==> config.mk <==
export PLATFORM = sky130hd
export DESIGN_NAME = alu_lhs_shift_sequencer
export DESIGN_NICKNAME = d
export VERILOG_FILES = /design/src/rtl/alu_lhs_shift_sequencer.sv
export SDC_FILE = /design/constraint.sdc
export NUM_CORES = 1
export LEC_CHECK = 0
export CORE_AREA = 2 2 68 70
export CTS_CLUSTER_SIZE = 40
export DETAILED_ROUTE_END_ITERATION = 12
export DIE_AREA = 0 0 70 72
export GPL_ROUTABILITY_DRIVEN = 0
export GPL_TIMING_DRIVEN = 0
export PLACE_DENSITY = 0.71
export SLEW_MARGIN = 25
export SYNTH_ARGS = -nofsm -noshare
export SYNTH_HDL_FRONTEND = slang
export SYNTH_SLANG_ARGS = --single-unit
==> constraint.sdc <==
create_clock -name AluClock -period 4.2 [get_ports AluClock]
set_clock_uncertainty 0.15 [all_clocks]
set_input_delay 0.84 -clock AluClock [delete_from_list [all_inputs] [get_ports AluClock]]
set_output_delay 0.84 -clock AluClock [all_outputs]
set_load 0.02 [all_outputs]
==> src/rtl/alu_lhs_shift_sequencer.sv <==
// Multi-step controller for the registered single-step ALU LHS shifter.
// Walks one shift/rotate command through LOAD/SHIFT/CAPTURE, feeding the shifter output back as LHS.
module alu_lhs_shift_sequencer #(
    parameter int unsigned DATA_WIDTH  = 8,
    parameter int unsigned COUNT_WIDTH = 3
) (
    input  logic                   AluClock,
    input  logic                   Reset,
    input  logic                   Start,
    input  logic [2:0]             Op,
    input  logic [COUNT_WIDTH-1:0] Count,
    input  logic [DATA_WIDTH-1:0]  Operand,
    input  logic                   CarryFlagIn,
    output logic                   Busy,
    output logic                   Done,
    output logic [DATA_WIDTH-1:0]  Result,
    output logic                   CarryOut,
    output logic [DATA_WIDTH-1:0]  LHS_Out,
    output logic                   AC4_LHS0,
    output logic                   AC5_LHS1,
    output logic                   LCarryIn,
    input  logic [DATA_WIDTH-1:0]  Shift_In,
    input  logic                   LCarryOut_In
);

    localparam int unsigned MODE_WIDTH = 2;

    localparam logic [2:0] OP_SHL = 3'b000;
    localparam logic [2:0] OP_SHR = 3'b001;
    localparam logic [2:0] OP_ROL = 3'b010;
    localparam logic [2:0] OP_ROR = 3'b011;
    localparam logic [2:0] OP_ASR = 3'b100;
    localparam logic [2:0] OP_RCL = 3'b101;
    localparam logic [2:0] OP_RCR = 3'b110;
    localparam logic [2:0] OP_CLR = 3'b111;

    localparam logic [MODE_WIDTH-1:0] MODE_PASS  = 2'b00;
    localparam logic [MODE_WIDTH-1:0] MODE_LEFT  = 2'b01;
    localparam logic [MODE_WIDTH-1:0] MODE_RIGHT = 2'b10;
    localparam logic [MODE_WIDTH-1:0] MODE_ZERO  = 2'b11;

    typedef enum logic [1:0] {
        S_IDLE    = 2'd0,
        S_LOAD    = 2'd1,
        S_SHIFT   = 2'd2,
        S_CAPTURE = 2'd3
    } state_t;

    state_t                  r_state;
    state_t                  w_next;

    logic [2:0]              r_op;
    logic [COUNT_WIDTH-1:0]  r_count;
    logic [COUNT_WIDTH-1:0]  r_rem;
    logic [DATA_WIDTH-1:0]   r_operand;
    logic                    r_cf;
    logic                    r_first;

    logic                    r_busy;
    logic                    r_done;
    logic [DATA_WIDTH-1:0]   r_result;
    logic                    r_carry;
    logic [MODE_WIDTH-1:0]   r_mode;

    logic [MODE_WIDTH-1:0]   w_mode_next;
    logic [DATA_WIDTH-1:0]   w_lhs;
    logic                    w_cin;

    // State register
    always_ff @(posedge AluClock or posedge Reset) begin
        if (Reset) begin
            r_state <= S_IDLE;
        end else begin
            r_state <= w_next;
        end
    end

    // Next state, next shifter mode, and shifter LHS/carry-in selection
    always_comb begin
        w_next      = r_state;
        w_mode_next = MODE_PASS;
        w_lhs       = '0;
        w_cin       = 1'b0;

        unique case (r_state)
            S_IDLE: begin
                if (Start) begin
                    w_next = S_LOAD;
                end
            end
            S_LOAD: begin
                w_lhs = r_operand;
                if (r_rem != '0) begin
                    w_next = S_SHIFT;
                end else begin
                    w_next = S_CAPTURE;
                end
            end
            S_SHIFT: begin
                w_lhs = Shift_In;
                if (r_rem == COUNT_WIDTH'(1)) begin
                    w_next = S_CAPTURE;
                end
                unique case (r_op)
                    OP_ROL, OP_ASR: w_cin = Shift_In[DATA_WIDTH-1];
                    OP_ROR:         w_cin = Shift_In[0];
                    OP_RCL, OP_RCR: w_cin = r_first ? r_cf : LCarryOut_In;
                    default:        w_cin = 1'b0;
                endcase
            end
            S_CAPTURE: begin
                w_next = S_IDLE;
            end
            default: begin
                w_next = S_IDLE;
            end
        endcase

        // Mode is registered, so it is computed for the state being entered
        if (w_next == S_SHIFT) begin
            unique case (r_op)
                OP_SHL, OP_ROL, OP_RCL:         w_mode_next = MODE_LEFT;
                OP_SHR, OP_ROR, OP_ASR, OP_RCR: w_mode_next = MODE_RIGHT;
                OP_CLR:                         w_mode_next = MODE_ZERO;
                default:                        w_mode_next = MODE_PASS;
            endcase
        end
    end

    // Command latch, step counter and result capture
    always_ff @(posedge AluClock or posedge Reset) begin
        if (Reset) begin
            r_op      <= '0;
            r_count   <= '0;
            r_rem     <= '0;
            r_operand <= '0;
            r_cf      <= 1'b0;
            r_first   <= 1'b0;
            r_result  <= '0;
            r_carry   <= 1'b0;
        end else begin
            unique case (r_state)
                S_IDLE: begin
                    if (Start) begin
                        r_op      <= Op;
                        r_count   <= Count;
                        r_operand <= Operand;
                        r_cf      <= CarryFlagIn;
                        r_rem     <= (Op == OP_CLR) ? COUNT_WIDTH'(1) : Count;
                    end
                end
                S_LOAD: begin
                    r_first <= 1'b1;
                end
                S_SHIFT: begin
                    r_rem   <= r_rem - COUNT_WIDTH'(1);
                    r_first <= 1'b0;
                end
                S_CAPTURE: begin
                    r_result <= Shift_In;
                    // A zero-count command leaves the carry flag untouched
                    if ((r_count == '0) && (r_op != OP_CLR)) begin
                        r_carry <= r_cf;
                    end else begin
                        r_carry <= LCarryOut_In;
                    end
                end
                default: begin
                    r_rem <= '0;
                end
            endcase
        end
    end

    // Registered handshake and shifter mode
    always_ff @(posedge AluClock or posedge Reset) begin
        if (Reset) begin
            r_busy <= 1'b0;
            r_done <= 1'b0;
            r_mode <= MODE_PASS;
        end else begin
            r_busy <= (w_next != S_IDLE);
            r_done <= (r_state == S_CAPTURE);
            r_mode <= w_mode_next;
        end
    end

    assign Busy     = r_busy;
    assign Done     = r_done;
    assign Result   = r_result;
    assign CarryOut = r_carry;
    assign AC4_LHS0 = r_mode[0];
    assign AC5_LHS1 = r_mode[1];
    assign LHS_Out  = w_lhs;
    assign LCarryIn = w_cin;

endmodule

==> impl_metrics.tcl <==
set metrics [dict create \
    clk_latency_ps 280 \
    clk_pin_slew_ps 70 \
    drtAntennaViolNets 0 \
    post_cts_resized 0 \
    most-common-layout-cells "48 x clkdlybuf4s50_1, 34 x dfrtp_1, 24 x mux2_2" \
    nets 230 \
    yosys_warnings 0 \
    grt_use_met2 0.275 \
    crit_fanout 2 \
    antennaDiodeCount 0 \
    post_drt_wl_per_cell_um 16.3 \
    final_cells 249 \
    syn_avg_cell_area_um2 12.1 \
    numCtsBuffers 5 \
    grt_pass1_vias 1367 \
    dr.pass1.iters 4 \
    setup_viol 0 \
    cts.sink_count 34 \
    power_frac_comb 0.512 \
    dieArea_mm2 0.00504 \
    grt_max_degree 35 \
    cp.required_ps 3210 \
    leakagePower_nw 0.997 \
    synth_cell_types 34 \
    end_kind "output port" \
    dr.first_iter.drc_count 100 \
    max_freq_mhz 289 \
    drive_above_1_share 0.234 \
    vias 1278 \
    maxCapViolations 0 \
    finalCritPeriodShare 0.825 \
    drt_wl_total_um 4050 \
    startpoint_type "input pin" \
    crit_arrival_ps 2480 \
    switchingPower_mw 0.676 \
    slew_viol_final 0 \
    io_pins 49 \
    antenna_found_initial 0 \
    pwr-share-clk 0.157 \
    grt_usage 0.169 \
    viasPerCell 5.13 \
    grt_setup_unrepaired "false" \
    top_usage_layer "met2" \
    ctsRootBufferMaster "clkbuf_8" \
    vdd_drop_max_mv 0.320 \
    die_h_um 72 \
    coreArea_mm2 0.00426 \
    layout_commonest_cell "clkdlybuf4s50_1" \
    grt_overflow 0 \
    netlist_area_mm2 0.00170 \
    cts_tree "done" \
    netlist_instances 141 \
    hold_viol_final 0 \
    syn_nets 175 \
    swShare 0.374 \
    powerDensity_mw_per_mm2 766 \
    grt_pass1_wl_um 6580 \
    hold_class "register to register" \
    initial_core_util 0.400 \
    cp-startpoint "LCarryOut_In" \
    status "complete, no violations" \
    r2r_start "r_state[0]" \
    p_int_mw 1.13 \
    ys_seq_elements 34 \
    ys_seq_area_frac 0.499 \
    fp.dieW_um 70 \
    power_frac_seq 0.330 \
    hpwl_um 3060 \
    drc 0 \
    cts_hold_buffers 0 \
    worst_pin_slew_ps 723 \
    cts_buffer_depth 2 \
    tns_ps 0 \
    use_met1 0.214 \
    critical_path_class "input pin to output port" \
    period_minus_slack_ps 3470 \
    worstHoldStart "r_rem[1]" \
    htreeDepth 2 \
    portBuffers 48 \
    rows 24 \
    syn2layout_area_growth_pct 38.5 \
    cts_setup_buffers 0 \
    placed_cells 241 \
    slew_headroom 0.517 \
    grtUsageMet3 0.0569 \
]
flip-flops by register name (all words and copies together), names as in the netlist:
signal     cells
Busy           1
CarryOut       1
Done           1
Result         8
r_cf           1
r_count        3
r_first        1
r_mode         2
r_op           3
r_operand      8
r_rem          3
r_state        2
routing by layer:
layer,part of all wire,vias up,routed length [um]
li1,-,617,-
met1,0.44,628,1760
met2,0.51,29,2050
met3,0.048,4,193
met4,0.0094,0,38
met5,0,-,0
worst paths after layout:
check | endpoint | slack, ps | cells past startpoint
min in group asynchronous | Result[2] | 850 | 2
max reg2reg | Busy | 2270 | 6
min reg2reg | r_rem[1] | 340 | 2
max | LCarryIn | 730 | 5
max in group asynchronous | r_cf | 2580 | 2
min | r_rem[1] | 340 | 2
power by group through the flow:
stage          logic, mW  clock network, mW  registers, mW
2_1_floorplan      0.546                  0          0.640
3_3_place_gp       0.904                  0          0.590
3_5_place_dp       0.938                  0          0.601
4_1_cts            0.941              0.291          0.595
5_1_grt             1.01              0.309          0.615
6_report           0.926              0.285          0.598
worst max-delay path: stages:
cell and delay, ps:
clkdlybuf4s50_1 480, mux2i_1 80, a211oi_1 240, o221a_2 230, clkdlybuf4s50_1 600
kinds of logic (layout without fill, tap and decap cells):
group | count (synthesis) | after routing | share of synthesized area
AO/OA/AOI/OAI | 24 | 24 | 0.103
XOR/XNOR | 1 | 1 | 0.00514
adder cells (fa/ha/maj) | 7 | 7 | 0.0514
buffers and inverters | 15 | 71 | 0.0433
flip-flops | 34 | 34 | 0.499
multiplexers | 27 | 27 | 0.184
AND/OR/NAND/NOR | 33 | 33 | 0.115
Yosys cell counts (all sizes together):
master  count  area [um2]
or3b        1        8.76
nor4        1        6.26
nor2        3        13.8
nand3       1        5.00
ha          7        87.6
mux2i       3        42.5
o221ai      1        8.76
mux2       24         270
a22oi       8        60.1
buf         7        43.8
a211o       1        8.76
a31oi       3        18.8
nand2b      2        12.5
xor2        1        8.76
a221oi      1        8.76
and3        1        6.26
nor2b      11        68.8
o221a       1        11.3
dfrtp      34         851
or2         2        12.5
a211oi      3        22.5
o21ai       4        20.0
o41ai       1        8.76
nand3b      2        15.0
inv         8        30.0
nor3        4        20.0
nand2       4        17.5
and3b       1        8.76
o31ai       1        7.51
through the flow:
step           setup slack, ps  instance area (um2)   util  hold WS, ps  power (mW)
6_report                   734                 2360  0.553          342        1.81
5_1_grt                    659                 2360  0.553          374        1.93
4_1_cts                    726                 2360  0.553          347        1.83
3_5_place_dp               726                 2250  0.528          332        1.54
2_1_floorplan             1820                 1700      -          300        1.19
3_3_place_gp               749                 2250  0.528          315        1.49
final cells by class:
type                    count  area [um2]
inverters                   8        30.0
multi-input cells          92         779
plain buffers               7        43.8
fillers                   375        1900
flip-flops and latches     34         851
well taps                  52        65.1
repair buffers             48         480
clock buffers               8         110
(Power assumes the default switching activity.)
